File: config.mk
export PLATFORM = sky130hd
export DESIGN_NAME = bgpu_eu_dispatcher
export DESIGN_NICKNAME = d
export VERILOG_FILES = /design/src/rtl/bgpu_eu_dispatcher.sv
export SDC_FILE = /design/constraint.sdc
export NUM_CORES = 1
export LEC_CHECK = 0
export BUFFER_PORTS_ARGS = -buffer_cell sky130_fd_sc_hd__buf_4
export CAP_MARGIN = 20
export CORE_AREA = 2 2 295 297
export DETAILED_ROUTE_END_ITERATION = 7
export DIE_AREA = 0 0 297 299
export GPL_TIMING_DRIVEN = 0
export REMOVE_ABC_BUFFERS = 1
export SYNTH_ARGS = -nofsm -noshare
export SYNTH_HDL_FRONTEND = slang
export SYNTH_SLANG_ARGS = --single-unit
File: constraint.sdc
create_clock -name clk_i -period 18.8 [get_ports clk_i]
set_input_delay 0.94 -clock clk_i [delete_from_list [all_inputs] [get_ports clk_i]]
set_output_delay 0.94 -clock clk_i [all_outputs]
set_load 0.02 [all_outputs]
File: src/rtl/bgpu_eu_dispatcher.sv
// Execution-unit dispatcher: per-EU round-robin arbitration of warp instructions
// into single-entry IU/LSU issue registers, with illegal-EU drop reporting.
module bgpu_eu_dispatcher #(
  parameter  int unsigned NumWarps     = 8,
  parameter  int unsigned PayloadWidth = 64,
  localparam int unsigned WidWidth     = $clog2(NumWarps)
) (
  input  logic                             clk_i,
  input  logic                             rst_i,

  input  logic [NumWarps-1:0]              warp_valid_i,
  output logic [NumWarps-1:0]              warp_ready_o,
  input  logic [NumWarps*8-1:0]            warp_inst_i,
  input  logic [NumWarps*PayloadWidth-1:0] warp_payload_i,

  output logic                             iu_valid_o,
  input  logic                             iu_ready_i,
  output logic [5:0]                       iu_subtype_o,
  output logic [WidWidth-1:0]              iu_wid_o,
  output logic [PayloadWidth-1:0]          iu_payload_o,

  output logic                             lsu_valid_o,
  input  logic                             lsu_ready_i,
  output logic [5:0]                       lsu_subtype_o,
  output logic [WidWidth-1:0]              lsu_wid_o,
  output logic [PayloadWidth-1:0]          lsu_payload_o,

  output logic                             illegal_o,
  output logic [WidWidth-1:0]              illegal_wid_o
);

  typedef enum logic [1:0] {
    EU_IU  = 2'd0,
    EU_LSU = 2'd1
  } eu_e;

  logic [NumWarps-1:0]     w_iu_cand, w_lsu_cand, w_ill_cand;
  logic [WidWidth:0]       w_iu_pick, w_lsu_pick;
  logic                    w_ill_found;
  logic [WidWidth-1:0]     w_ill_idx;
  logic                    w_iu_go, w_lsu_go;
  logic [WidWidth-1:0]     w_iu_idx, w_lsu_idx;

  logic                    r_iu_valid, r_lsu_valid;
  logic [5:0]              r_iu_subtype, r_lsu_subtype;
  logic [WidWidth-1:0]     r_iu_wid, r_lsu_wid;
  logic [PayloadWidth-1:0] r_iu_payload, r_lsu_payload;
  logic [WidWidth-1:0]     r_iu_ptr, r_lsu_ptr;
  logic                    r_illegal;
  logic [WidWidth-1:0]     r_illegal_wid;

  // Returns {found, index} of the first candidate at or after ptr, wrapping.
  function automatic logic [WidWidth:0] rr_pick(input logic [NumWarps-1:0] cand,
                                                input logic [WidWidth-1:0] ptr);
    logic [WidWidth-1:0] idx;
    logic                found;
    found   = 1'b0;
    rr_pick = '0;
    for (int unsigned k = 0; k < NumWarps; k++) begin
      idx = ptr + WidWidth'(k);
      if (!found && cand[idx]) begin
        found   = 1'b1;
        rr_pick = {1'b1, idx};
      end
    end
  endfunction

  always_comb begin
    w_iu_cand  = '0;
    w_lsu_cand = '0;
    w_ill_cand = '0;
    for (int unsigned w = 0; w < NumWarps; w++) begin
      if (warp_valid_i[w]) begin
        case (warp_inst_i[w*8+6 +: 2])
          EU_IU:   w_iu_cand[w]  = 1'b1;
          EU_LSU:  w_lsu_cand[w] = 1'b1;
          default: w_ill_cand[w] = 1'b1;
        endcase
      end
    end
  end

  always_comb begin
    w_ill_found = 1'b0;
    w_ill_idx   = '0;
    for (int unsigned w = 0; w < NumWarps; w++) begin
      if (!w_ill_found && w_ill_cand[w]) begin
        w_ill_found = 1'b1;
        w_ill_idx   = WidWidth'(w);
      end
    end
  end

  assign w_iu_pick  = rr_pick(w_iu_cand, r_iu_ptr);
  assign w_lsu_pick = rr_pick(w_lsu_cand, r_lsu_ptr);
  assign w_iu_idx   = w_iu_pick[WidWidth-1:0];
  assign w_lsu_idx  = w_lsu_pick[WidWidth-1:0];
  // A register is free when empty or draining this cycle; reset blocks all grants.
  assign w_iu_go    = !rst_i && w_iu_pick[WidWidth]  && (!r_iu_valid  || iu_ready_i);
  assign w_lsu_go   = !rst_i && w_lsu_pick[WidWidth] && (!r_lsu_valid || lsu_ready_i);

  always_comb begin
    warp_ready_o = '0;
    if (w_iu_go)               warp_ready_o[w_iu_idx]  = 1'b1;
    if (w_lsu_go)              warp_ready_o[w_lsu_idx] = 1'b1;
    if (!rst_i && w_ill_found) warp_ready_o[w_ill_idx] = 1'b1;
  end

  always_ff @(posedge clk_i) begin
    if (rst_i) begin
      r_iu_valid    <= 1'b0;
      r_lsu_valid   <= 1'b0;
      r_iu_ptr      <= '0;
      r_lsu_ptr     <= '0;
      r_illegal     <= 1'b0;
      r_illegal_wid <= '0;
    end else begin
      if (w_iu_go) begin
        r_iu_valid   <= 1'b1;
        r_iu_subtype <= warp_inst_i[w_iu_idx*8 +: 6];
        r_iu_wid     <= w_iu_idx;
        r_iu_payload <= warp_payload_i[w_iu_idx*PayloadWidth +: PayloadWidth];
        r_iu_ptr     <= w_iu_idx + 1'b1;
      end else if (iu_ready_i) begin
        r_iu_valid   <= 1'b0;
      end
      if (w_lsu_go) begin
        r_lsu_valid   <= 1'b1;
        r_lsu_subtype <= warp_inst_i[w_lsu_idx*8 +: 6];
        r_lsu_wid     <= w_lsu_idx;
        r_lsu_payload <= warp_payload_i[w_lsu_idx*PayloadWidth +: PayloadWidth];
        r_lsu_ptr     <= w_lsu_idx + 1'b1;
      end else if (lsu_ready_i) begin
        r_lsu_valid   <= 1'b0;
      end
      r_illegal <= w_ill_found;
      if (w_ill_found) r_illegal_wid <= w_ill_idx;
    end
  end

  assign iu_valid_o    = r_iu_valid;
  assign iu_subtype_o  = r_iu_subtype;
  assign iu_wid_o      = r_iu_wid;
  assign iu_payload_o  = r_iu_payload;
  assign lsu_valid_o   = r_lsu_valid;
  assign lsu_subtype_o = r_lsu_subtype;
  assign lsu_wid_o     = r_lsu_wid;
  assign lsu_payload_o = r_lsu_payload;
  assign illegal_o     = r_illegal;
  assign illegal_wid_o = r_illegal_wid;

endmodule

==> impl_metrics.csv, run 1 <==
group,metric,value,unit
sta,rsz0062_at_grt,"false",
cts,cts_sinks,158,
floorplanning,ios,748,
detailed_routing,routed_wl,107000,um
yosys,syn-cell-area,19700,um2
detailed_routing,drc,0,
floorplanning,design.core.area,85900,um2
cts,clockBufferDepth,2,
place,gp_congestion,0.938,
yosys,netlist.top_cell.by_area,"edfxtp_1",
critical_path,worstPathRequired,18870,ps
place,dp_hpwl,77900,um
finish,drive_gt1_share,35.8,%
yosys,synth_edf_count,146,
job,max_cap_violations,0,
global_route,grt_pass1_vias,23104,
finish,finalNetCount,3526,
yosys,async_flop_share,0,%
sta,drv_slew,0,
global_route,globalRouteOverflowTotal,0,
cts,cts_root_buf,"clkbuf_16",
sta,finClkSkew,24.3,ps
global_route,track_usage,22.9,%
cts,cts_tree,"yes",
sta,slew_headroom,24.0,%
critical_path,arrival,7340,ps
yosys,synthesis.instances,2383,
global_route,grt_max_degree,91,
detailed_routing,via_per_inst,5.99,
sta,min_period,7270,ps
detailed_routing,ant_nets,0,
detailed_routing,firstDrtPassIters,6,
critical_path,start_kind,"flip-flop",
floorplanning,die_w,297,um
yosys,synth_top_cell_area_share,22.3,%
yosys,synth_flop_cell,"edfxtp_1",
detailed_routing,vias,24564,
place,dpl.cell_count,4067,
critical_path,crit_fanout,44,
yosys,netlist_top_cells_count,"o21ai_0, nand3_1, clkbuf_1",
floorplanning,die_area,88800,um2
yosys,synth.most_common_cell,"o21ai_0",
sta,fmax,138,MHz
cts,insertion_delay,520,ps
yosys,netlist_top_cells_area,"edfxtp_1, o21ai_0, a221oi_2",
yosys,ys_ff_latch,158,
cts,cts-resized-gates,0,
place,port_buffers,747,
floorplanning,die_h,299,um
sta,hold_viol,0,
cts,post-cts-setup-buffers,0,
detailed_routing,routedWlPerCell,26.2,um
critical_path,critPathKind,"flip-flop to flip-flop",
yosys,synth.distinct_cells,79,
cts,hold_buffers,0,
yosys,yosys_warnings,0,
global_route,grt_pass1_wl,155000,um
cts,htree_levels,4,
sta,setup_viol,0,
cts,clk_pin_slew,80,ps
global_route,antenna_found_initial,13,
sta,fin_crit_sh,38.7,%
yosys,yosysSeqAreaShare,23.5,%
detailed_routing,drt_iter0_markers,2767,
sta,tightest_slew,1130,ps
finish,area_delta_synth_final,41.0,%
finish,finalNonFillerCells,4104,
critical_path,critPathCaptureType,"flip-flop",
floorplanning,rows,108,
cts,cts-buffers-inserted,17,
floorplanning,start_util,22.9,%
min_path,min_path_type,"flip-flop to flip-flop",
yosys,syn_area_per_cell,8.26,um2
outcome,status,"complete, no violations",
-- metrics by stage --
| step | setup WS, ps | cell area, um2 | setup TNS (ps) | hold slack, ps | util [%] |
|---|---|---|---|---|---|
| global route | 11350 | 27700 | 0 | 516 | 32.3 |
| finish | 11530 | 27700 | 0 | 484 | 32.3 |
| global placement | -6730 | 25400 | -432330 | 470 | 29.6 |
| floorplan | 6000 | 18400 | 0 | 535 | - |
| detailed placement | 11750 | 27100 | 0 | 474 | 31.6 |
| CTS | 11190 | 27700 | 0 | 486 | 32.2 |
-- layer usage --
layer	global-route usage, %	routed length [um]
met5	0	57
met4	12.0	5870
met3	6.83	11900
met2	35.6	48300
met1	28.5	41300
-- layout by cell type, fill, tap and decap left out, types with 6 or more instances in the layout --
cell,n
nand2_1,45
edfxtp_1,146
nand4_1,70
a22oi_1,143
buf_6,22
o211ai_1,9
buf_4,761
buf_12,20
nor3b_2,6
nand3_1,292
inv_1,7
a21o_1,144
clkbuf_16,17
a21oi_1,16
mux4_2,35
or3b_1,6
nand3b_1,8
and3b_1,8
buf_16,29
a21boi_0,140
o21ai_0,430
a221oi_1,43
a221oi_2,100
dfxtp_1,12
mux2i_1,112
and3_1,141
nor2_1,30
-- worst max-delay path, cell delays in order (launching register included) --
cell and delay (ps):
dfxtp_1 780, clkinv_1 720, ha_1 1030, mux4_2 650, mux2_2 340, a31o_2 250
o211ai_4 720, buf_12 290, buf_12 230, buf_12 220, buf_12 230, buf_12 230
buf_16 200, a21boi_0 90, o21ai_0 200, nand4_1 500
-- layout make-up --
cell class,count,area (um2)
antenna,4,10.0
clock buffer,17,425
clock inverter,14,136
fill,9165,58200
inverter,11,43.8
multi-input combinational,1906,13800
sequential,158,4620
tap,1155,1450
timing repair buffer,839,7250
-- registers in the layout, indices dropped and copies added, names as in the netlist, 6 cells and up --
register and flops:
lsu_payload_o 64, iu_payload_o 64, iu_subtype_o 6, lsu_subtype_o 6
-- path summary, 6_finish.rpt --
| path | cells past startpoint | slack (ps) | from | endpoint |
|---|---|---|---|---|
| setup / recovery | 15 | 11530 | r_lsu_ptr[0] | lsu_payload_o[38] |
| setup reg to reg | 15 | 11530 | r_lsu_ptr[0] | lsu_payload_o[38] |
| hold reg to reg | 2 | 480 | illegal_wid_o[0] | illegal_wid_o[0] |
| hold / removal | 2 | 480 | illegal_wid_o[0] | illegal_wid_o[0] |
-- logic make-up (layout without fill, tap and decap cells) --
kind of cell,after synthesis,after routing,synth area share (%)
AOI/OAI and AO/OA,1075,1075,39.8
xor gates and xnor gates,10,10,0.579
adders and majority gates,5,5,0.318
buffers and inverters,319,881,6.86
DFF,158,158,23.5
muxes,154,154,10.1
other,0,4,0
and+or+nand+nor,662,662,18.8
Power of run 1 is left out: the tool's default activity adds up to more than one toggle a clock period on the data nets, which glitch-free logic cannot reach.
==> inputs of run 2 (changes only) <==
clock period = 7 ns   (was 18.8 ns; I/O delays follow)
==> run 2 against run 1 <==
- worst setup slack worse by 11000 ps
- clock skew is 0.68 ps lower
- design area hardly changed
- via count is 0.41% lower
- global-route usage hardly changed
- fmax is 8.8% higher
- die area stayed put
- sequential cell count stayed put
- register-to-register slack worse by 11000 ps
==> impl_metrics.csv, run 2 (synthesis results as in run 1) <==
group,metric,value,unit
min_path,min_from,"rst_i",
min_path,min_path_type,"primary input to flip-flop",
detailed_routing,via_per_inst,5.96,
sta,min_period,6680,ps
place,dpl_worst_slack,-45.6,ps
job,max_cap_violations,0,
sta,drv_slew,0,
place,port_buffers,747,
sta,tns,0,ps
cts,cts_tree,"yes",
floorplanning,ios,748,
place,place_area,27100,um2
outcome,status,"complete, no violations",
place,gp_congestion,0.938,
sta,hold_viol,0,
detailed_routing,routed_wl,108000,um
finish,final_core_util,32.3,%
critical_path,arrival,6760,ps
floorplanning,die_area,88800,um2
sta,tightest_slew,1140,ps
global_route,grt_pass1_wl,155000,um
critical_path,timing.rr.start,"r_lsu_ptr[0]",
min_path,min_to,"lsu_valid_o",
finish,final_cell_mix,"buf_4, o21ai_0, nand3_1",
sta,fmax,150,MHz
finish,final_area,27700,um2
floorplanning,die_h,299,um
finish,finalNetCount,3526,
sta,slew_headroom,23.6,%
place,dp_hpwl,77900,um
min_path,whs_path_depth,2,
critical_path,crit_fanout,44,
finish,final_common_cell,"buf_4",
critical_path,critPathKind,"flip-flop to flip-flop",
sta,setup_viol,0,
sta,fin_crit_sh,95.4,%
finish,area_delta_synth_final,40.9,%
critical_path,worstPathRequired,7080,ps
cts,cts_sinks,158,
finish,drive_gt1_share,35.9,%
cts,cts-buffers-inserted,17,
detailed_routing,firstDrtPassIters,7,
critical_path,start_kind,"flip-flop",
sta,finClkSkew,23.6,ps
sta,rsz0062_at_grt,"false",
detailed_routing,routedWlPerCell,26.2,um
detailed_routing,drc,0,
cts,insertion_delay,520,ps
floorplanning,rows,108,
critical_path,timing.rr.end,"lsu_payload_o[38]",
global_route,track_usage,22.9,%
global_route,globalRouteOverflowTotal,0,
global_route,antenna_found_initial,13,
detailed_routing,drt_iter0_markers,2851,
floorplanning,die_w,297,um
cts,clockBufferDepth,2,
critical_path,rrSetupSlack,320,ps
cts,clk_pin_slew,80,ps
cts,cts_root_buf,"clkbuf_16",
sta,layout_setup_ws,319,ps
floorplanning,start_util,22.9,%
global_route,grt_max_degree,91,
floorplanning,design.core.area,85900,um2
detailed_routing,ant_nets,0,
critical_path,critPathCaptureType,"flip-flop",
detailed_routing,vias,24463,
critical_path,rr_worst_depth,16,
global_route,grt_pass1_vias,23108,
cts,post-cts-setup-buffers,0,
cts,htree_levels,4,
## run 2: cell count changes in the layout (fill, tap and decap cells not counted), sizes merged
cell / change
clkinv: -1
buf: -1
clkinvlp: +1
o211ai: +1
## run 2: layout make-up
cell class	instances	area [um2]
repair buffers	838	7220
fillers	9166	58200
inverters	11	47.5
clock buffers	17	425
diodes	4	10.0
flip-flops and latches	158	4630
multi-input cells	1907	13800
well taps	1155	1450
clock inverters	14	136
## run 2: critical path: stages (launching register included)
cell	delay (ps)
dfxtp_1	810
clkinvlp_4	590
ha_2	770
mux2i_1	280
mux4_2	260
a32o_1	300
nand3_1	320
o211ai_4	620
buf_12	280
buf_12	230
buf_12	230
buf_12	220
buf_12	230
buf_16	200
a21boi_0	90
o21ai_0	200
nand4_1	500
## run 2: through the flow
step | hold WS (ps) | cells
after global routing | 109 | 4103
after floorplan | 419 | 2075
after CTS | 86.2 | 4098
final | 132 | 4104
after detailed placement | 474 | 4067
after global placement | 470 | 3977
## run 2: how the worst max path moves through the flow
stage / start / to / slack (ps) / depth (start not counted)
final: r_lsu_ptr[0] / lsu_payload_o[38] / 320 / 16
after global placement: r_iu_ptr[0] / iu_payload_o[17] / -18530 / 11
after CTS: r_lsu_ptr[0] / lsu_payload_o[38] / 170 / 15
after global routing: r_lsu_ptr[0] / lsu_payload_o[38] / 100 / 16
after floorplan: r_iu_ptr[0] / iu_payload_o[11] / -5800 / 11
after detailed placement: r_lsu_ptr[0] / lsu_payload_o[38] / -50 / 15
## run 2: timing repair
item	CTS	global route
hold buffers	0	0
pin swaps	0	1
setup endpoints to repair	2	3
gates resized for setup	2	1
gates cloned	0	1
## run 2: per-layer routing
metal / up-vias / track usage, % / wire length, um
li1: 10614 / - / -
met1: 11789 / 28.6 / 41400
met2: 1741 / 35.5 / 48500
met3: 311 / 6.69 / 11800
met4: 8 / 12.0 / 5720
met5: - / 0 / 57
Power of run 2 is left out for the same reason.
